## config.mk

```make
export PLATFORM = sky130hd
export DESIGN_NAME = serial_adder
export DESIGN_NICKNAME = d
export VERILOG_FILES = /design/src/rtl/serial_adder_pkg.sv /design/src/rtl/halfadder.sv /design/src/rtl/serial_adder_fa_slice.sv /design/src/rtl/serial_adder.sv
export SDC_FILE = /design/constraint.sdc
export NUM_CORES = 1
export LEC_CHECK = 0
export CAP_MARGIN = 30
export CORE_MARGIN = 10
export CORE_UTILIZATION = 37
export DETAILED_ROUTE_END_ITERATION = 16
export GPL_TIMING_DRIVEN = 0
export PLACE_DENSITY = 0.59
export SLEW_MARGIN = 30
export SYNTH_ARGS = -nofsm -noshare
export SYNTH_HDL_FRONTEND = slang
export SYNTH_SLANG_ARGS = --single-unit
```

## constraint.sdc

```tcl
create_clock -name clk -period 2.78 [get_ports clk]
set_input_delay 0.556 -clock clk [delete_from_list [all_inputs] [get_ports clk]]
set_output_delay 0.556 -clock clk [all_outputs]
set_load 0.01 [all_outputs]
```

## src/rtl/serial_adder_pkg.sv

```systemverilog
// Shared definitions for the bit-serial adder: FSM state encoding and counter sizing.
package serial_adder_pkg;

    localparam int unsigned STATE_W = 2;

    // Binary state encoding, also visible to anything importing this package
    typedef enum logic [STATE_W-1:0] {
        IDLE = 2'd0,
        RUN  = 2'd1,
        DONE = 2'd2
    } state_e;

    // Bit-counter width: ceil(log2(width)), never narrower than one bit
    function automatic int unsigned cnt_width(input int unsigned width);
        return (width > 1) ? $clog2(width) : 1;
    endfunction

endpackage

```

## src/rtl/halfadder.sv

```systemverilog
// Half-adder cell: sum and carry of two single bits.
module halfadder (
    input  logic a,
    input  logic b,
    output logic s,
    output logic c
);

    assign s = a ^ b;
    assign c = a & b;

endmodule

```

## src/rtl/serial_adder_fa_slice.sv

```systemverilog
// Combinational full-adder slice built from two half-adders and an OR.
module fa_slice (
    input  logic a,
    input  logic b,
    input  logic ci,
    output logic s,
    output logic co
);

    logic s0;
    logic c0;
    logic c1;

    halfadder u_ha0 (
        .a (a),
        .b (b),
        .s (s0),
        .c (c0)
    );

    halfadder u_ha1 (
        .a (s0),
        .b (ci),
        .s (s),
        .c (c1)
    );

    // Carries from the two half-adders are never both set, so OR gives the majority
    assign co = c0 | c1;

endmodule

```

## src/rtl/serial_adder.sv

```systemverilog
// Bit-serial WIDTH-bit adder with carry-in; one operand bit pair per clock, LSB first.
module serial_adder
    import serial_adder_pkg::*;
#(
    parameter int unsigned WIDTH = 8
) (
    input  logic             clk,
    input  logic             rst,
    input  logic             start,
    input  logic [WIDTH-1:0] a,
    input  logic [WIDTH-1:0] b,
    input  logic             cin,
    output logic             busy,
    output logic             done,
    output logic [WIDTH-1:0] sum,
    output logic             co
);

    localparam int unsigned CNT_W = cnt_width(WIDTH);

    state_e             state_q;
    logic [WIDTH-1:0]   sa_q;
    logic [WIDTH-1:0]   sb_q;
    logic [WIDTH-1:0]   sh_q;
    logic [WIDTH-1:0]   sh_d;
    logic               carry_q;
    logic [CNT_W-1:0]   cnt_q;
    logic               busy_q;
    logic               done_q;
    logic [WIDTH-1:0]   sum_q;
    logic               co_q;
    logic               fa_s;
    logic               fa_c;
    logic               last_bit;

    fa_slice u_fa (
        .a  (sa_q[0]),
        .b  (sb_q[0]),
        .ci (carry_q),
        .s  (fa_s),
        .co (fa_c)
    );

    // Sum shift register after inserting the current bit at the MSB
    assign sh_d     = (sh_q >> 1) | (WIDTH'(fa_s) << (WIDTH - 1));
    assign last_bit = (cnt_q == CNT_W'(WIDTH - 1));

    // FSM, operand/sum shift registers, carry, bit counter and registered outputs
    always_ff @(posedge clk) begin
        if (rst) begin
            state_q <= IDLE;
            sa_q    <= '0;
            sb_q    <= '0;
            sh_q    <= '0;
            carry_q <= 1'b0;
            cnt_q   <= '0;
            busy_q  <= 1'b0;
            done_q  <= 1'b0;
            sum_q   <= '0;
            co_q    <= 1'b0;
        end else begin
            done_q <= 1'b0;
            case (state_q)
                IDLE: begin
                    if (start) begin
                        state_q <= RUN;
                        busy_q  <= 1'b1;
                        sa_q    <= a;
                        sb_q    <= b;
                        carry_q <= cin;
                        cnt_q   <= '0;
                        sh_q    <= '0;
                    end
                end
                RUN: begin
                    sh_q    <= sh_d;
                    sa_q    <= sa_q >> 1;
                    sb_q    <= sb_q >> 1;
                    carry_q <= fa_c;
                    cnt_q   <= cnt_q + CNT_W'(1);
                    if (last_bit) begin
                        state_q <= DONE;
                        busy_q  <= 1'b0;
                        done_q  <= 1'b1;
                        sum_q   <= sh_d;
                        co_q    <= fa_c;
                    end
                end
                DONE: begin
                    // A start here reloads immediately for back-to-back operation
                    if (start) begin
                        state_q <= RUN;
                        busy_q  <= 1'b1;
                        sa_q    <= a;
                        sb_q    <= b;
                        carry_q <= cin;
                        cnt_q   <= '0;
                        sh_q    <= '0;
                    end else begin
                        state_q <= IDLE;
                    end
                end
                default: begin
                    state_q <= IDLE;
                    busy_q  <= 1'b0;
                end
            endcase
        end
    end

    assign busy = busy_q;
    assign done = done_q;
    assign sum  = sum_q;
    assign co   = co_q;

endmodule

```

==> run_results.csv <==
group,metric,value,unit
status,status,"finished clean",
critical_path,rr_worst_depth,5,
flow_run,max_cap_viol_count,0,
critical_path,crit_chain,"clkdlybuf4s50_1",
critical_path,cp-end-kind,"output port",
floorplanning,initial_utilization,0.3880,
routing,drc,0,
critical_path,crit_slowest_cell,"clkdlybuf4s50_1",
sta,setup_viol,0,
routing,ant_nets,0,
clock_tree,cts_tree,"built",
sta,slew_headroom,0.6028,
synth,synthCells,181,
clock_tree,cts_sinks,40,
floorplanning,fp.dieH,88.27,microns
placement,io_buffers,29,
floorplanning,die_area,7791,sq um
synth,syn_nets,204,
clock_tree,htreeDepth,2,
routing,wl,4025,microns
pwr,irDropWorstVdd,0.2162,mV
grt,grt_max_degree,13,
synth,synth_edf_count,0,
sta,tightest_slew,0.5957,ns
routing,vias_per_cell,5.333,
sta,fin_setup_tns,0,ns
critical_path,cpLargestDelayFamily,"buffers and inverters",
pwr,power.density,561.3,nW/um^2
cells_and_area,drive_above_1_share,0.1514,
grt,grtUsageTotal,0.1079,
cells_and_area,layout_common_cells,"40 x dfxtp_1, 29 x clkdlybuf4s50_1, 22 x a21oi_1",
grt,grt_pass1_vias,1361,
sta,max_freq,575.7,MHz
cells_and_area,areaGrowthSynthToFinish,25.98,%
sta,slew_violations,0,
critical_path,critPathRequiredTime,2.22,ns
synth,synthArstFlopShare,0,
clock_tree,cts-root-buf,"clkbuf_8",
clock_tree,clockBufferDepth,2,
synth,ys_seq_area_frac,0.4644,
min_path,hold_end,"sum[3]$_SDFFE_PP0P_",
synth,yosys.area.top_type,"dfxtp_1",
cells_and_area,diodes,0,
critical_path,reg2reg_slack,1.37,ns
synth,synth_top_area_frac,0.4644,
sta,fin_crit_sh,0.6248,
clock_tree,path_clk_slew,0.08,ns
floorplanning,dieWidth,88.27,microns
placement,dp_hpwl,2979,microns
sta,hold_violations,0,
synth,ys_warn_count,0,
critical_path,max_stage_delay,0.54,ns
cells_and_area,layout_commonest_cell,"dfxtp_1",
synth,synth_area_per_cell,9.526,sq um
grt,antenna_found_initial,0,
floorplanning,core,4444,sq um
min_path,hp-class,"reg -> reg",
pwr,leakagePower,0.0007651,uW
sta,post-route-min-period,1.737,ns
critical_path,startpoint_type,"register",
routing,drtPass1Iterations,4,
routing,num_vias,1440,
clock_tree,ctsHoldBuffers,0,
clock_tree,numCtsBuffers,5,
min_path,hold_start,"sum[3]$_SDFFE_PP0P_",
cells_and_area,fin_util,0.4887,
synth,synth_seq_cells,40,
grt,grt_pass1_wl,6706,microns
synth,synthDistinctLibCells,23,
synth,synth_area,1724,sq um
critical_path,arrival,1.18,ns
cells_and_area,finalNetCount,240,
synth,ys.flop_type,"dfxtp_1",
floorplanning,core.rowCount,24,
routing,drtIter0Drc,135,
clock_tree,clk_latency,0.29,ns
sta,finalHoldWorstSlack,0.4539,ns
critical_path,critPathKind,"reg -> out",
critical_path,crit_buf_inv,1,
grt,grt_overflow,0,
critical_path,rr_endpoint,"sum[6]$_SDFFE_PP0P_",
critical_path,reg2reg_from,"cnt_q[0]$_SDFFE_PP0P_",
min_path,holdPathStages,2,
sta,rsz0062_at_grt,"false",
routing,wire_per_inst,14.91,microns
sta,clock_skew,0.007764,ns
placement,gp_congestion,0.7884,
clock_tree,postCtsSetupRepairBufs,0,
critical_path,cp_max_fo,2,
clock_tree,cts_resized,0,
floorplanning,pin_count,31,
synth,synthTopCellsByArea,"dfxtp_1 46%, mux2i_1 8.7%, a211oi_2 7.3%",
-- final cells by class --
type / instances / area, sq um
clock buffer: 6 / 82.58
fill: 408 / 2272
tap: 52 / 65.06
sequential: 40 / 800.8
buffer: 17 / 112.6
multi-input combinational: 124 / 810.8
timing repair buffer: 29 / 290.3
clock inverter: 2 / 10.01
-- cells in the mapped netlist, types with 2 or more instances --
cell	n
nand3_1	21
a21oi_1	22
clkbuf_1	5
nand2_1	20
nor2_1	4
nor3_1	15
buf_2	3
buf_4	6
nor2b_1	2
buf_6	3
mux2i_1	15
a211oi_2	10
dfxtp_1	40
ha_1	2
a211oi_1	5
-- stage by stage --
step | setup slack, ns | total power (uW) | std cells | instance area (sq um)
detailed placement | 0.8533 | 839.2 | 262 | 2079
CTS | 1.025 | 1230 | 270 | 2172
finish | 1.043 | 1219 | 270 | 2172
global route | 0.9909 | 1273 | 270 | 2172
floorplan | 1.455 | 773.4 | 181 | 1724
global placement | 0.8860 | 831.5 | 262 | 2079
-- worst register-to-register path: cells and delay by family, from the launching register on --
kind                       cells  cell delay, ns
AOI/OAI and AO/OA              1            0.15
adders and majority gates      2            0.34
buffers and inverters          1            0.37
DFF                            1            0.35
and+or+nand+nor                1            0.15
-- logic make-up (layout without fill, tap and decap cells) --
group           count (synthesis)  count (layout)  share of synthesized area
simple gates                   67              67                     0.1916
buf+inv                        17              54                    0.06531
mux                            15              15                    0.08708
compound gates                 39              39                     0.1655
flops                          40              40                     0.4644
fa+ha+maj                       3               3                    0.02612
-- worst max path at each step --
stage,to,slack (ns),startpoint,cells past startpoint
after floorplan,sb_q[1]$_SDFFE_PP0P_,1.45,start,5
after global placement,sb_q[4]$_SDFFE_PP0P_,0.89,start,6
after detailed placement,sb_q[2]$_SDFFE_PP0P_,0.85,start,6
after CTS,busy,1.02,busy$_SDFFE_PP0P_,1
after global routing,busy,0.99,busy$_SDFFE_PP0P_,1
final,busy,1.04,busy$_SDFFE_PP0P_,1
-- report_power, final --
group,total [uW],internal (uW),switching (uW)
Sequential,624,605,19.5
Clock,395,198,197
Combinational,200,97.5,103
Total,1220,900,319
-- per-layer routing --
layer,vias up,part of all wire,global-route usage
met3,4,0.070,0.03401
met1,681,0.46,0.1346
met4,0,0.011,0.04405
met2,44,0.46,0.1688
met5,-,0,0
li1,711,-,-
-- sequential cells by signal (all words and copies together), names as in the netlist --
signal	count
co	1
sh_q	7
sa_q	8
cnt_q	3
busy	1
sb_q	8
done	1
state_q	2
sum	8
carry_q	1
(Power assumes the default switching activity.)
